## src/rtl/div_pkg.sv

```systemverilog
// Shared types and sizing for the sequential non-restoring divider.
// Latency and handshake live in seq_divider; this package has no logic.
package div_pkg;
  localparam int WIDTH = 8;
  localparam int CNT_W = $clog2(WIDTH + 1);

  typedef enum logic [1:0] {
    IDLE,
    ITER,
    FIX,
    DONE
  } state_t;
endpackage

```

## src/rtl/seq_divider_if.sv

```systemverilog
// start/busy/done handshake bundle between a requester (master) and the divider (slave).
// No backpressure: start is only honoured while the divider is idle.
interface seq_divider_if;
  import div_pkg::*;

  logic             start;
  logic [WIDTH-1:0] dividend;
  logic [WIDTH-1:0] divisor;
  logic             busy;
  logic             done;
  logic [WIDTH-1:0] quotient;
  logic [WIDTH-1:0] remainder;
  logic             div_by_zero;
  logic             overflow;

  modport master (
    output start, dividend, divisor,
    input  busy, done, quotient, remainder, div_by_zero, overflow
  );

  modport slave (
    input  start, dividend, divisor,
    output busy, done, quotient, remainder, div_by_zero, overflow
  );
endinterface

```

## src/rtl/addsub_cla.sv

```systemverilog
// W-bit combinational add/subtract (sub=1: a + ~b + 1) from 4-bit lookahead slices, rippled between slices.
// Zero latency, no flow control.
module addsub_cla #(
  parameter int W = 9
) (
  input  logic [W-1:0] a,
  input  logic [W-1:0] b,
  input  logic         sub,
  output logic [W-1:0] y
);
  localparam int NS = (W + 3) / 4;

  logic [W-1:0]  bx;
  logic [NS-1:0] cs;

  assign bx    = b ^ {W{sub}};
  assign cs[0] = sub;

  for (genvar s = 0; s < NS; s++) begin : g_slice
    localparam int LO = 4 * s;
    localparam int N  = ((W - LO) < 4) ? (W - LO) : 4;
    // The top slice has no carry-out consumer, so it stops one carry short.
    localparam int NC = (s == NS - 1) ? (N - 1) : N;

    logic [NC:0] cc;

    always_comb begin
      logic cj;
      logic pp;
      cc[0] = cs[s];
      for (int j = 1; j <= NC; j++) begin
        cj = 1'b0;
        for (int k = 0; k < j; k++) begin
          pp = 1'b1;
          for (int m = k + 1; m < j; m++) pp = pp & (a[LO+m] ^ bx[LO+m]);
          cj = cj | (a[LO+k] & bx[LO+k] & pp);
        end
        pp = 1'b1;
        for (int m = 0; m < j; m++) pp = pp & (a[LO+m] ^ bx[LO+m]);
        cc[j] = cj | (pp & cs[s]);
      end
    end

    for (genvar j = 0; j < N; j++) begin : g_sum
      assign y[LO+j] = a[LO+j] ^ bx[LO+j] ^ cc[j];
    end

    if (s < NS - 1) begin : g_co
      assign cs[s+1] = cc[NC];
    end
  end
endmodule

```

## src/rtl/seq_divider.sv

```systemverilog
// Radix-2 non-restoring divider, WIDTH+2 cycles start-to-done (1 cycle on divide-by-zero); DIV_SIGNED_EN selects two's complement.
// start is ignored while busy or in DONE; no queuing, results hold until the next accepted start.
module seq_divider
  import div_pkg::*;
(
  input  logic          clk,
  input  logic          rst_n,
  seq_divider_if.slave  dif
);
  state_t           state_q, state_d;
  logic [WIDTH:0]   a_q, a_d;
  logic [WIDTH-1:0] q_q, q_d;
  logic [WIDTH-1:0] m_q, m_d;
  logic [CNT_W-1:0] cnt_q, cnt_d;
  logic             busy_q, busy_d;
  logic             done_q, done_d;
  logic [WIDTH-1:0] quo_q, quo_d;
  logic [WIDTH-1:0] rem_q, rem_d;
  logic             dbz_q, dbz_d;
  logic             ovf_q, ovf_d;
`ifdef DIV_SIGNED_EN
  logic             neg_quo_q, neg_quo_d;
  logic             neg_rem_q, neg_rem_d;
  logic             ovf_pend_q, ovf_pend_d;
`endif

  logic [WIDTH:0]   add_a, add_y;
  logic             add_sub;
  logic [WIDTH-1:0] dvd_mag, dvs_mag, rem_mag;

  addsub_cla #(.W(WIDTH + 1)) u_addsub (
    .a   (add_a),
    .b   ({1'b0, m_q}),
    .sub (add_sub),
    .y   (add_y)
  );

`ifdef DIV_SIGNED_EN
  assign dvd_mag = dif.dividend[WIDTH-1] ? -dif.dividend : dif.dividend;
  assign dvs_mag = dif.divisor[WIDTH-1]  ? -dif.divisor  : dif.divisor;
`else
  assign dvd_mag = dif.dividend;
  assign dvs_mag = dif.divisor;
`endif

  always_comb begin
    state_d = state_q;
    a_d     = a_q;
    q_d     = q_q;
    m_d     = m_q;
    cnt_d   = cnt_q;
    busy_d  = busy_q;
    done_d  = 1'b0;
    quo_d   = quo_q;
    rem_d   = rem_q;
    dbz_d   = dbz_q;
    ovf_d   = ovf_q;
`ifdef DIV_SIGNED_EN
    neg_quo_d  = neg_quo_q;
    neg_rem_d  = neg_rem_q;
    ovf_pend_d = ovf_pend_q;
`endif
    add_a   = a_q;
    add_sub = 1'b0;
    rem_mag = a_q[WIDTH-1:0];

    case (state_q)
      IDLE: begin
        if (dif.start) begin
          dbz_d = 1'b0;
          ovf_d = 1'b0;
          if (dif.divisor == '0) begin
            quo_d   = '1;
            rem_d   = dif.dividend;
            dbz_d   = 1'b1;
            done_d  = 1'b1;
            state_d = DONE;
          end else begin
            a_d     = '0;
            q_d     = dvd_mag;
            m_d     = dvs_mag;
            cnt_d   = '0;
            busy_d  = 1'b1;
            state_d = ITER;
`ifdef DIV_SIGNED_EN
            neg_quo_d  = dif.dividend[WIDTH-1] ^ dif.divisor[WIDTH-1];
            neg_rem_d  = dif.dividend[WIDTH-1];
            ovf_pend_d = (dif.dividend == {1'b1, {(WIDTH-1){1'b0}}}) &&
                         (dif.divisor == '1);
`endif
          end
        end
      end
      ITER: begin
        // Shift {A,Q} left, then subtract M if A was non-negative, else add it back.
        add_a   = {a_q[WIDTH-1:0], q_q[WIDTH-1]};
        add_sub = ~a_q[WIDTH];
        a_d     = add_y;
        q_d     = {q_q[WIDTH-2:0], ~add_y[WIDTH]};
        cnt_d   = cnt_q + CNT_W'(1);
        if (cnt_q == CNT_W'(WIDTH - 1)) state_d = FIX;
      end
      FIX: begin
        rem_mag = a_q[WIDTH] ? add_y[WIDTH-1:0] : a_q[WIDTH-1:0];
`ifdef DIV_SIGNED_EN
        quo_d = neg_quo_q ? -q_q : q_q;
        rem_d = neg_rem_q ? -rem_mag : rem_mag;
        ovf_d = ovf_pend_q;
`else
        quo_d = q_q;
        rem_d = rem_mag;
`endif
        busy_d  = 1'b0;
        done_d  = 1'b1;
        state_d = DONE;
      end
      DONE: begin
        state_d = IDLE;
      end
      default: begin
        state_d = IDLE;
      end
    endcase
  end

  always_ff @(posedge clk or negedge rst_n) begin
    if (!rst_n) begin
      state_q <= IDLE;
      a_q     <= '0;
      q_q     <= '0;
      m_q     <= '0;
      cnt_q   <= '0;
      busy_q  <= 1'b0;
      done_q  <= 1'b0;
      quo_q   <= '0;
      rem_q   <= '0;
      dbz_q   <= 1'b0;
      ovf_q   <= 1'b0;
`ifdef DIV_SIGNED_EN
      neg_quo_q  <= 1'b0;
      neg_rem_q  <= 1'b0;
      ovf_pend_q <= 1'b0;
`endif
    end else begin
      state_q <= state_d;
      a_q     <= a_d;
      q_q     <= q_d;
      m_q     <= m_d;
      cnt_q   <= cnt_d;
      busy_q  <= busy_d;
      done_q  <= done_d;
      quo_q   <= quo_d;
      rem_q   <= rem_d;
      dbz_q   <= dbz_d;
      ovf_q   <= ovf_d;
`ifdef DIV_SIGNED_EN
      neg_quo_q  <= neg_quo_d;
      neg_rem_q  <= neg_rem_d;
      ovf_pend_q <= ovf_pend_d;
`endif
    end
  end

  assign dif.busy        = busy_q;
  assign dif.done        = done_q;
  assign dif.quotient    = quo_q;
  assign dif.remainder   = rem_q;
  assign dif.div_by_zero = dbz_q;
  assign dif.overflow    = ovf_q;
endmodule

```

## src/flat_wrapper.sv

```systemverilog
// flat-port wrapper written by rule: the top's interface ports become plain ports
module seq_divider_flat import div_pkg::*;
  (clk, rst_n, dif_start, dif_dividend, dif_divisor, dif_busy, dif_done, dif_quotient, dif_remainder, dif_div_by_zero, dif_overflow);
  seq_divider_if dif_i ();
  input  logic clk;
  input  logic rst_n;
  input wire logic [$bits(dif_i.start)-1:0] dif_start;
  input wire logic [$bits(dif_i.dividend)-1:0] dif_dividend;
  input wire logic [$bits(dif_i.divisor)-1:0] dif_divisor;
  output wire logic [$bits(dif_i.busy)-1:0] dif_busy;
  output wire logic [$bits(dif_i.done)-1:0] dif_done;
  output wire logic [$bits(dif_i.quotient)-1:0] dif_quotient;
  output wire logic [$bits(dif_i.remainder)-1:0] dif_remainder;
  output wire logic [$bits(dif_i.div_by_zero)-1:0] dif_div_by_zero;
  output wire logic [$bits(dif_i.overflow)-1:0] dif_overflow;
  assign dif_i.start = dif_start;
  assign dif_i.dividend = dif_dividend;
  assign dif_i.divisor = dif_divisor;
  assign dif_busy = dif_i.busy;
  assign dif_done = dif_i.done;
  assign dif_quotient = dif_i.quotient;
  assign dif_remainder = dif_i.remainder;
  assign dif_div_by_zero = dif_i.div_by_zero;
  assign dif_overflow = dif_i.overflow;
  seq_divider u_core (.clk(clk), .rst_n(rst_n), .dif(dif_i));
endmodule
```

## config.mk

```make
export PLATFORM = sky130hd
export DESIGN_NAME = seq_divider_flat
export DESIGN_NICKNAME = d
export VERILOG_FILES = /design/src/rtl/div_pkg.sv /design/src/rtl/seq_divider_if.sv /design/src/rtl/addsub_cla.sv /design/src/rtl/seq_divider.sv /design/src/flat_wrapper.sv
export SDC_FILE = /design/constraint.sdc
export NUM_CORES = 1
export LEC_CHECK = 0
export BUFFER_PORTS_ARGS = -buffer_cell sky130_fd_sc_hd__buf_4
export CAP_MARGIN = 20
export CELL_PAD_IN_SITES_DETAIL_PLACEMENT = 1
export CELL_PAD_IN_SITES_GLOBAL_PLACEMENT = 1
export CORE_UTILIZATION = 45
export DETAILED_ROUTE_END_ITERATION = 8
export PLACE_DENSITY_LB_ADDON = 0.05
export SLEW_MARGIN = 20
export SYNTH_ARGS = -nofsm -noshare
export SYNTH_HDL_FRONTEND = slang
export SYNTH_HIERARCHICAL = 1
export SYNTH_SLANG_ARGS = --single-unit
```

## constraint.sdc

```tcl
create_clock -name clk -period 4.8 [get_ports clk]
set_input_delay 0.96 -clock clk [delete_from_list [all_inputs] [get_ports clk]]
set_output_delay 0.96 -clock clk [all_outputs]
set_load 0.05 [all_outputs]
```

=== Word level (Yosys, flattened, before mapping) ===
Cells that the tools add are included.

* Register bits: 50
* Output and inout bits: 20
* Logic and storage cells: 139

* $add $sub $neg: 1
* Equal/unequal tests: 8
* Mux-type cells: 28
* Bitwise gates (word level): 82
* Reduce and logical (&&, ||, !) cells: 10

{| class="wikitable"
|+ Operator list
! cell !! count
|-
| 2-to-1 mux 8 bit || 7
|-
| case mux 8 bit (2 select lines) || 3
|-
| bitwise AND 1 bit || 40
|-
| 2-to-1 mux 9 bit || 3
|-
| bitwise OR 1 bit || 20
|-
| case mux 9 bit (2 select lines) || 1
|-
| bitwise XOR 1 bit || 18
|-
| AND reduction 3 bit || 4
|-
| bitwise XOR 8 x 9 -> 9 bit || 1
|-
| logical NOT 8 bit || 1
|-
| 2-to-1 mux 4 bit || 2
|-
| case mux 2 bit (4 select lines) || 1
|-
| case mux 4 bit (2 select lines) || 1
|-
| 2-to-1 mux 2 bit || 3
|-
| 2-to-1 mux 1 bit || 5
|-
| adder 4 x 1 -> 4 bit, second input constant || 1
|-
| == test 2 bit, second input constant || 2
|-
| == test 4 x 3 -> 1 bit, second input constant || 1
|-
| inequality test 2 x 1 -> 1 bit, second input constant || 2
|-
| inequality test 2 bit, second input constant || 2
|-
| case mux 1 bit (2 select lines) || 2
|-
| AND reduction 2 bit || 2
|-
| nonzero test 2 bit || 2
|-
| NOT 1 bit || 3
|-
| 2 further kinds || 2
|}

=== Depth between registers and ports, before layout ===
Gate-level depths: netlist (run 1).

* Depth in word-level cells: 16
* Mapped depth: 18
* Depth with buffers taken out: 14

=== Hierarchy ===
Netlist (run 1), hierarchy kept.

{| class="wikitable"
|+ Modules (own cells, without submodules)
! module !! times used !! cells each !! area each (um^2) !! seq. area each (um^2)
|-
| seq_divider || 1 || 240 || 2523.7 || 1251.2
|-
| addsub_cla || 1 || 54 || 424.2 || 0.0
|}

=== Worst setup path before layout (run 1) ===
No wires, ideal clock.

* Path type: register to register
* Start point: reg u_core.state_q[1]
* End point: reg u_core.rem_q[5] (netlist: u_core/dif.remainder[5])
* Setup time: 83 ps
* Arrival time: 3750 ps
* Data required time: 4717 ps
* Slack: 967 ps
* Cell stages (with the launch flop): 19
* Path buffers: 4
* Path through: dfrtp_1 > inv_1 > ha_1 > clkbuf_1 > clkbuf_1 > buf_1 > nor2b_1 > buf_2 > xor2_1 > ha_1 > a21o_1 > a21oi_1 > nand2_1 > fa_1 > xor2_1 > nand2_1 > o211ai_1 > o21ai_0 > o21ai_0

* Longest elaborated chain between the ends: 16
* Elaborated cells between the ends (all ways): 40

{| class="wikitable"
|+ RTL lines
! item !! line !! source
|-
| from (decl) || seq_divider.sv:10 || <nowiki>state_t state_q, state_d;</nowiki>
|-
| from (signal assigned) || seq_divider.sv:145 || <nowiki>state_q <= state_d;</nowiki>
|-
| == test 2 x 1 -> 1 bit (*) || seq_divider.sv:67 || <nowiki>case (state_q)</nowiki>
|-
| 2-to-1 mux 1 bit (*) || seq_divider.sv:67 ||
|-
| named net u_core.add_sub || seq_divider.sv:28 || <nowiki>logic add_sub;</nowiki>
|-
| bitwise XOR 8 x 9 -> 9 bit || addsub_cla.sv:16 || <nowiki>assign bx = b ^ {W{sub}};</nowiki>
|-
| bitwise XOR 1 bit || addsub_cla.sv:35, addsub_cla.sv:39 ||
|-
| bitwise AND 1 bit (2 in a row) || addsub_cla.sv:35 || <nowiki>for (int m = k + 1; m < j; m++) pp = pp & (a[LO+m] ^ bx[LO+m]);</nowiki>
|-
| bitwise AND 1 bit || addsub_cla.sv:36 || <nowiki>cj = cj | (a[LO+k] & bx[LO+k] & pp);</nowiki>
|-
| bitwise OR 1 bit (3 in a row) || addsub_cla.sv:36 ||
|-
| bitwise OR 1 bit || addsub_cla.sv:40 || <nowiki>cc[j] = cj | (pp & cs[s]);</nowiki>
|-
| bitwise AND 1 bit || addsub_cla.sv:40 ||
|-
| bitwise OR 1 bit || addsub_cla.sv:40 ||
|-
| bitwise XOR 1 bit (*) || addsub_cla.sv:45 || <nowiki>assign y[LO+j] = a[LO+j] ^ bx[LO+j] ^ cc[j];</nowiki>
|-
| named net u_core.add_y[5] || seq_divider.sv:27 || <nowiki>logic [WIDTH:0] add_a, add_y;</nowiki>
|-
| 2-to-1 mux 8 bit (*) || seq_divider.sv:104 || <nowiki>rem_mag = a_q[WIDTH] ? add_y[WIDTH-1:0] : a_q[WIDTH-1:0];</nowiki>
|-
| case mux 8 bit (2 select lines) (*) || seq_divider.sv:67 ||
|-
| to (signal assigned) || seq_divider.sv:153 || <nowiki>rem_q <= rem_d;</nowiki>
|-
| to (decl) || seq_divider.sv:18 || <nowiki>logic [WIDTH-1:0] rem_q, rem_d;</nowiki>
|}

Mark *: on every way through the listed nets, which the timed path passes. The rest lies on a longest branch.
A chain may end at the register's enable or synchronous reset.

=== Worst setup path after layout (run 1) ===
* Start point: reg u_core.state_q[1]
* End point: reg u_core.rem_q[5] (netlist: u_core/dif.remainder[5])

* Elaborated cells between the ends (all ways): 40

{| class="wikitable"
|+ RTL lines
! item !! line
|-
| == test 2 x 1 -> 1 bit (*) || seq_divider.sv:67
|-
| 2-to-1 mux 9 bit (*) || seq_divider.sv:67
|-
| named net u_core.add_a[0] || seq_divider.sv:27
|-
| bitwise AND 1 bit / bitwise XOR 1 bit (equally long branches) || addsub_cla.sv:36, addsub_cla.sv:39
|-
| bitwise AND 1 bit (on tied branches) || addsub_cla.sv:36, addsub_cla.sv:39
|-
| bitwise OR 1 bit / bitwise AND 1 bit (equally long branches) (2 in a row) || addsub_cla.sv:36, addsub_cla.sv:39
|-
| bitwise OR 1 bit / bitwise AND 1 bit (equally long branches) || addsub_cla.sv:36, addsub_cla.sv:40
|-
| bitwise OR 1 bit (*) || addsub_cla.sv:40
|-
| bitwise AND 1 bit (*) || addsub_cla.sv:40
|-
| bitwise OR 1 bit (*) || addsub_cla.sv:40
|-
| bitwise XOR 1 bit (*) || addsub_cla.sv:45
|-
| named net u_core.add_y[5] || seq_divider.sv:27
|-
| 2-to-1 mux 8 bit (*) || seq_divider.sv:104
|-
| case mux 8 bit (2 select lines) (*) || seq_divider.sv:67
|}

Marked as above.

==> results of run 1 <==
==> cells by family after synthesis <==
kind of cell	count (synthesis)	synth area share (%)
other	1	0.127
buffers and inverters	34	5.69
and+or+nand+nor	74	11.6
adders and majority gates	14	6.20
muxes	37	14.3
DFF	50	42.4
AOI/OAI and AO/OA	67	14.6
xor gates and xnor gates	17	5.05
==> worst max path at each step <==
| stage | startpoint | to | depth (start not counted) |
|---|---|---|---|
| floorplan | u_core/state_q[1] | u_core/dif.remainder[5] | 18 |
| global placement | dif_divisor[5] | u_core/q_q[6] | 5 |
| detailed placement | dif_divisor[5] | u_core/q_q[6] | 5 |
| CTS | u_core/state_q[1] | u_core/dif.remainder[5] | 14 |
| global route | u_core/state_q[1] | u_core/dif.remainder[5] | 15 |
| finish | u_core/state_q[1] | u_core/dif.remainder[5] | 14 |
==> layout make-up <==
cell class	count	area, um2	area share (%)
clock buffer	7	86.3	2.58
clock inverter	1	8.76	0.262
inverter	17	63.8	1.91
multi-input combinational	211	1530	45.9
sequential	50	1250	37.5
tap	77	96.3	2.88
timing repair buffer	40	300	8.99
==> through the flow <==
stage               cell area, um2  utilization [%]  setup WS [ps]  hold slack [ps]  instances
finish                        3340             52.6           1560              488        403
global route                  3340             52.6           1280              519        403
CTS                           3340             52.6           1530              494        403
detailed placement            3240             51.1           1470              473        395
global placement              3240             51.1           1490              462        395
floorplan                     2950                -            967              487        295
==> placed cells by master (no fill, tap or decap), drive strengths merged, types with 2 or more instances in the layout <==
cell type,instances
xnor2,4
a211oi,2
o32a,2
o211ai,8
o21ai,32
mux2,22
nor2,6
o31a,9
nand3,7
mux2i,15
nand2,43
a21o,3
buf,40
dfrtp,50
conb,2
xor2,13
ha,13
nand2b,9
inv,17
or4,2
a21oi,9
clkbuf,7
==> state kept, by name, summed over array words and instances, names as in the netlist <==
| signal | cells |
|---|---|
| u_core/a_q | 9 |
| u_core/dif.div_by_zero | 1 |
| u_core/dif.remainder | 8 |
| u_core/dif.busy | 1 |
| u_core/q_q | 8 |
| u_core/cnt_q | 4 |
| u_core/dif.done | 1 |
| u_core/dif.quotient | 8 |
| u_core/state_q | 2 |
| u_core/m_q | 8 |
==> metal layers <==
layer | track usage, % | routed length (um) | vias to the layer above
met5 | 0 | 0 | -
met3 | 3.68 | 206 | 8
met2 | 34.4 | 3210 | 34
met1 | 27.0 | 3100 | 1030
li1 | - | - | 1079
met4 | 6.43 | 91 | 0
==> critical path: stages (launching register included) <==
cell	delay, ps
dfrtp_1	410
inv_1	120
ha_1	170
buf_4	380
o21ai_0	240
ha_1	380
a21o_1	210
nand4_1	120
nand2_1	80
fa_1	370
xor2_1	210
nand2_1	80
o211ai_1	120
o21ai_0	110
o21ai_0	160
==> run_results.csv, run 1 <==
group,metric,value,unit
synthesis,seq_area_frac_synth,42.4,%
floorplan,coreArea,6350,um2
synthesis,synth_cell_types,40,
clock_network,cts_buffers,5,
route,wl,6.60,mm
place,dp_hpwl,4.89,mm
route,drc_errors,0,
sta,max_slew.worst_pin.slew,924,ps
clock_network,cts_tree,"yes",
outcome,status,"complete, no violations",
global_routing,grt_pass1_vias,2300,
critical_path,r2r_end,"u_core/dif.remainder[5]",
clock_network,clkSlewWorstSetupHoldPaths,100,ps
synthesis,synth_area,2950,um2
min_path,min_path_cells,2,
clock_network,cts_setup_buffers,0,
sta,finalSetupViolations,0,
layout,areaGrowthSynthToFinish,13.3,%
critical_path,reg2reg_slack,1560,ps
critical_path,end_kind,"flop",
layout,drive_gt1_share,22.7,%
clock_network,htree_levels,2,
layout,fin_nets,358,
floorplan,ioPinCount,39,
clock_network,hold_buffers,0,
route,wl_per_cell,16.4,um
synthesis,yosysTopAreaCell,"dfrtp_1",
synthesis,synth_top_area_share,42.4,%
layout,antenna_cells,0,
global_routing,grt_pass1_wl,11.1,mm
min_path,min_from,"u_core/dif.remainder[4]",
global_routing,grt_max_degree,51,
floorplan,die_w,82.9,um
route,drt_first_iter_violations,72,
synthesis,synth_common_cells,"50 x dfrtp_1, 43 x nand2_1, 29 x o21ai_0",
global_routing,grt-ovfl-total,0,
synthesis,syn_inst,294,
min_path,hold_path_class,"reg -> reg",
route,vias,2151,
sta,hold_viol,0,
sta,relSlewSlack,38.3,%
sta,timing.final.crit_share,67.4,%
synthesis,yosysMostFrequentCell,"dfrtp_1",
sta,min_period,3240,ps
synthesis,yosys_warnings,6,
global_routing,antenna_found_initial,0,
sta,final.setup.tns,0,ps
route,first_pass_iters,4,
clock_network,ctsRootBufferMaster,"clkbuf_8",
job,maxCapViolations,0,
clock_network,worstSkewPairLatency,310,ps
floorplan,dieArea,6880,um2
route,viasPerCell,5.34,
sta,maxSlewViolCount,0,
sta,skew,9.81,ps
synthesis,synth.avg_cell_area,10.0,um2
synthesis,synthArstFlopShare,100,%
place,portBuffers,37,
clock_network,post_cts_resize_count,0,
layout,fillers,734,
synthesis,ys_ff_latch,50,
route,ant_nets,0,
synthesis,ys_top_cells_by_area,"dfrtp_1 42%, mux2_2 6.1%, ha_1 5.5%",
critical_path,required,5040,ps
clock_network,cts_buffer_depth,2,
clock_network,cts.sinks,50,
critical_path,cp.arrival,3480,ps
floorplan,dieHeight,82.9,um
global_routing,grt_util_all_layers,20.5,%
critical_path,timing.rr.start,"u_core/state_q[1]",
critical_path,startpoint_type,"flop",
critical_path,path_max_fanout,41,
critical_path,worst-setup-path-type,"reg -> reg",
floorplan,rows,29,
synthesis,synth_edf_count,0,
synthesis,synthFlopType,"dfrtp_1",
critical_path,rr_worst_depth,14,
place,gp_congestion,0.742,
sta,rsz0062_at_grt,"no",
min_path,min_to,"u_core/dif.remainder[4]",
floorplan,start_util,46.4,%
sta,max_freq,0.309,GHz
Power of run 1 is left out: the tool's default activity adds up to more than one toggle a clock period on the data nets, which glitch-free logic cannot reach.
==> run 2: changes to the inputs <==
CORE_UTILIZATION = 41   (was 45)
clock period = 2.67 ns   (was 4.8 ns; I/O delays follow)
==> run_results.csv, run 2 (synthesized netlist as in run 1, its figures left out) <==
group,metric,value,unit
layout,largest_register,"u_core/a_q",
layout,final_cell_mix,"69 x buf_4, 50 x dfrtp_1, 41 x nand2_1, 22 x o21ai_0, 16 x mux2_2",
place,dp_hpwl,5.48,mm
route,ant_nets,0,
layout,post-route-util,54.5,%
layout,areaGrowthSynthToFinish,26.9,%
sta,hold_viol,0,
route,wl_per_cell,16.6,um
layout,final_common_cell,"buf_4",
clock_network,cts_tree,"yes",
global_routing,grt_max_degree,51,
sta,finalSetupViolations,1,
global_routing,grt-ovfl-total,0,
global_routing,antenna_found_initial,0,
critical_path,startpoint_type,"flop",
sta,min_period,2690,ps
floorplan,start_util,42.9,%
place,portBuffers,37,
job,maxCapViolations,0,
critical_path,cpPeakStageDelay,400,ps
critical_path,cp.arrival,2930,ps
sta,setup_slack,-21.9,ps
clock_network,htree_levels,2,
place,gp_congestion,0.796,
sta,maxSlewViolCount,0,
global_routing,grt_pass1_wl,12.3,mm
clock_network,clkSlewWorstSetupHoldPaths,100,ps
layout,largest_reg_flops,9,
outcome,violations,"negative setup slack",
layout,fillers,770,
clock_network,worstSkewPairLatency,310,ps
sta,max_freq,0.371,GHz
critical_path,crit_chain,"inv_2 > ha_4 > nor2b_4 > xor2_1 > ha_1 > a21o_1 > a21oi_2 > nand2_1 > fa_2 > xor2_2 > nand2_1 > o211ai_1 > o21ai_1 > o21ai_1",
floorplan,coreArea,6870,um2
critical_path,worst-setup-path-type,"reg -> reg",
sta,skew,3.93,ps
clock_network,ctsRootBufferMaster,"clkbuf_8",
sta,final.setup.tns,-21.9,ps
layout,fin_nets,390,
floorplan,ioPinCount,39,
global_routing,grt_pass1_vias,2475,
route,vias,2306,
outcome,status,"finished with violations",
sta,holdWs,249,ps
sta,timing.final.crit_share,101,%
floorplan,dieHeight,86.8,um
floorplan,rows,30,
layout,antenna_cells,0,
sta,max_slew.worst_pin.slew,669,ps
critical_path,required,2910,ps
global_routing,grt_util_all_layers,21.3,%
route,wl,7.55,mm
critical_path,rr_worst_depth,14,
route,viasPerCell,5.08,
place,place_ws,-192,ps
sta,relSlewSlack,55.4,%
sta,rsz0062_at_grt,"yes",
critical_path,r2r_end,"u_core/dif.remainder[5]",
critical_path,reg2reg_slack,-20,ps
critical_path,timing.rr.start,"u_core/state_q[1]",
route,drc_errors,0,
route,first_pass_iters,4,
clock_network,cts_buffers,5,
floorplan,dieArea,7530,um2
clock_network,cts.sinks,50,
critical_path,slowest_stage,"dfrtp_1",
critical_path,path_max_fanout,6,
floorplan,die_w,86.8,um
clock_network,cts_buffer_depth,2,
layout,drive_gt1_share,34.9,%
critical_path,end_kind,"flop",
route,drt_first_iter_violations,52,
min_path,hold_path_class,"in -> async",
run 2: changes by cell type in the layout (fill, tap and decap cells not counted), sizes merged:
cell	change
buf	+32
run 2: through the flow:
step	instances	cell area, um2
floorplan	295	3010
global placement	435	3480
detailed placement	435	3480
CTS	449	3640
global route	454	3740
finish	454	3740
run 2: cell type report:
type | instances | area, um2 | area share [%]
Inverter | 17 | 63.8 | 1.71
Multi-Input combinational cell | 211 | 1640 | 43.9
Sequential cell | 50 | 1250 | 33.4
Clock inverter | 1 | 8.76 | 0.234
Clock buffer | 7 | 86.3 | 2.31
Timing Repair Buffer | 72 | 569 | 15.2
Tap cell | 96 | 120 | 3.21
run 2: critical path, delay by kind of cell (launching register included):
family	cells	cell delay, ps
AND/OR/NAND/NOR	3	390
flip-flops	1	400
adder cells (fa/ha/maj)	3	770
XOR/XNOR	2	370
buffers and inverters	1	80
AO/OA/AOI/OAI	5	630
run 2: routing by layer:
| layer | track usage, % | wire (um) |
|---|---|---|
| met2 | 38.2 | 3960 |
| met5 | 0 | 0 |
| met3 | 3.05 | 158 |
| met1 | 26.7 | 3360 |
| met4 | 5.76 | 71 |
run 2: worst max-delay path by stage:
stage	from	to	slack [ps]	cells past startpoint
2_1_floorplan	u_core/state_q[1]	u_core/dif.remainder[4]	-410	17
3_3_place_gp	u_core/state_q[0]	u_core/dif.remainder[4]	-140	12
3_5_place_dp	u_core/state_q[0]	u_core/dif.remainder[5]	-190	13
4_1_cts	u_core/state_q[1]	u_core/dif.remainder[5]	-20	14
5_1_grt	u_core/state_q[1]	u_core/dif.remainder[5]	-200	14
6_report	u_core/state_q[1]	u_core/dif.remainder[5]	-20	14
run 2: repair_timing:
item	in CTS	in global routing
pin swaps	15	6
setup endpoints to repair	9	11
setup buffers	6	5
gates resized for setup	7	12
hold buffers	0	0
Power of run 2 is left out for the same reason.
==> run 3: changes to the inputs <==
clock period = 2.37 ns   (was 2.67 ns; I/O delays follow)
==> run_results.csv, run 3 (synthesized netlist as in run 1, its figures left out) <==
group,metric,value,unit
sta,maxSlewViolCount,0,
route,wl,7.71,mm
min_path,hold_path_class,"in -> async",
sta,max_slew.worst_pin.slew,651,ps
place,gp_congestion,0.771,
clock_network,cts.sinks,50,
global_routing,grt-busiest-layer,"met2",
clock_network,htree_levels,2,
job,maxCapViolations,0,
layout,drive_gt1_share,39.5,%
route,first_pass_iters,4,
global_routing,use_met3,3.14,%
clock_network,cts_tree,"yes",
global_routing,met1_usage,27.3,%
sta,min_period,2710,ps
sta,finalSetupViolations,13,
route,viasPerCell,5.19,
route,ant_nets,0,
floorplan,coreArea,6870,um2
critical_path,crit_chain,"inv_2 > ha_4 > nor2b_4 > xor2_1 > ha_1 > a21o_1 > nand4_1 > nand2_1 > fa_2 > nand2_1 > o211ai_1 > o21ai_1 > o21ai_1",
global_routing,grt_pass1_wl,12.6,mm
clock_network,ctsRootBufferMaster,"clkbuf_8",
floorplan,dieHeight,86.8,um
clock_network,cts_buffers,5,
layout,final_cell_mix,"77 x buf_4, 50 x dfrtp_1, 41 x nand2_1, 16 x mux2_2",
place,portBuffers,37,
place,dp_hpwl,5.41,mm
critical_path,cp.arrival,2950,ps
critical_path,cp.buffers_inverters,1,
critical_path,cp_top_family,"adder cells",
layout,largest_register,"u_core/a_q",
layout,antenna_cells,0,
global_routing,grt_util_all_layers,21.8,%
route,drc_errors,0,
global_routing,antenna_found_initial,0,
outcome,violations,"negative setup slack",
floorplan,dieArea,7530,um2
clock_network,clkSlewWorstSetupHoldPaths,100,ps
sta,timing.final.crit_share,114,%
route,wl_per_cell,16.7,um
sta,skew,10.1,ps
floorplan,ioPinCount,39,
floorplan,die_w,86.8,um
critical_path,worst-setup-path-type,"reg -> reg",
layout,design_area,3930,um2
clock_network,cts_buffer_depth,2,
sta,rsz0062_at_grt,"yes",
global_routing,grt_pass1_vias,2565,
route,vias,2401,
critical_path,required,2610,ps
sta,setup_slack,-336,ps
critical_path,rr_worst_depth,13,
sta,max_freq,0.370,GHz
critical_path,critPathLaunch,"u_core/state_q[1]",
layout,fin_nets,399,
critical_path,end_kind,"flop",
critical_path,timing.rr.start,"u_core/state_q[1]",
critical_path,reg2reg_slack,-340,ps
layout,areaGrowthSynthToFinish,33.4,%
place,placed_area,3590,um2
critical_path,slowest_stage,"fa_2",
outcome,status,"finished with violations",
critical_path,path_max_fanout,4,
global_routing,grt-ovfl-total,0,
layout,final_common_cell,"buf_4",
critical_path,startpoint_type,"flop",
layout,largest_reg_flops,9,
floorplan,start_util,42.9,%
route,drt_first_iter_violations,80,
place,place_ws,-436,ps
sta,relSlewSlack,56.6,%
critical_path,r2r_end,"u_core/dif.remainder[4]",
global_routing,grt_use_met2,38.8,%
floorplan,rows,30,
global_routing,grt_max_degree,51,
clock_network,worstSkewPairLatency,310,ps
critical_path,cpPeakStageDelay,550,ps
sta,hold_viol,0,
==> run 3: cell count changes in the layout (fill, tap and decap cells not counted), moves of 3 or more <==
cell	before	now
o21ai_0	22	15
buf_4	69	77
a21oi_1	6	3
o21ai_1	7	14
==> run 3: metal layers <==
layer	vias up	wire length [um]
met4	0	134
li1	1150	-
met1	1190	3370
met3	15	226
met2	46	3980
met5	-	0
==> run 3: worst reg2reg max path, stage by stage (launching register included) <==
cell and delay, ps:
dfrtp_1 400, inv_2 80, ha_4 140, nor2b_4 210
xor2_1 210, ha_1 300, a21o_1 200, nand4_1 130
nand2_1 90, fa_2 550, nand2_1 50, o211ai_1 90
o21ai_1 90, o21ai_1 120
==> run 3: what timing repair did <==
item / 4_1_cts / 5_1_grt
pin swaps: 24 / 14
hold buffers: 0 / 0
endpoints found under the hold margin: 0 / 0
endpoints found under the setup margin: 14 / 16
gates resized for setup: 23 / 20
setup buffers: 8 / 2
gates cloned: 0 / 0
==> run 3: stage by stage <==
stage	hold WS (ps)	cells	TNS [ps]	util, %
detailed placement	471	448	-3050	52.2
floorplan	178	295	-5940	-
CTS	210	463	-2710	55.9
global placement	464	448	-2110	52.2
finish	179	463	-2490	57.2
global route	244	463	-4880	57.2
==> run 3: worst max path at each step <==
stage / to / depth (start not counted)
floorplan: u_core/dif.remainder[4] / 17
global placement: u_core/dif.remainder[5] / 13
detailed placement: u_core/dif.remainder[6] / 16
CTS: u_core/dif.remainder[6] / 15
global route: u_core/dif.remainder[4] / 13
finish: u_core/dif.remainder[4] / 13
==> run 3: final cells by class <==
type                       instances  area (um2)
clock buffer                       6        82.6
clock inverter                     2        38.8
fill                             770        2940
inverter                          17        63.8
multi-input combinational        211        1740
sequential                        50        1250
tap                               96         120
timing repair buffer              81         641
Power of run 3 is left out for the same reason.
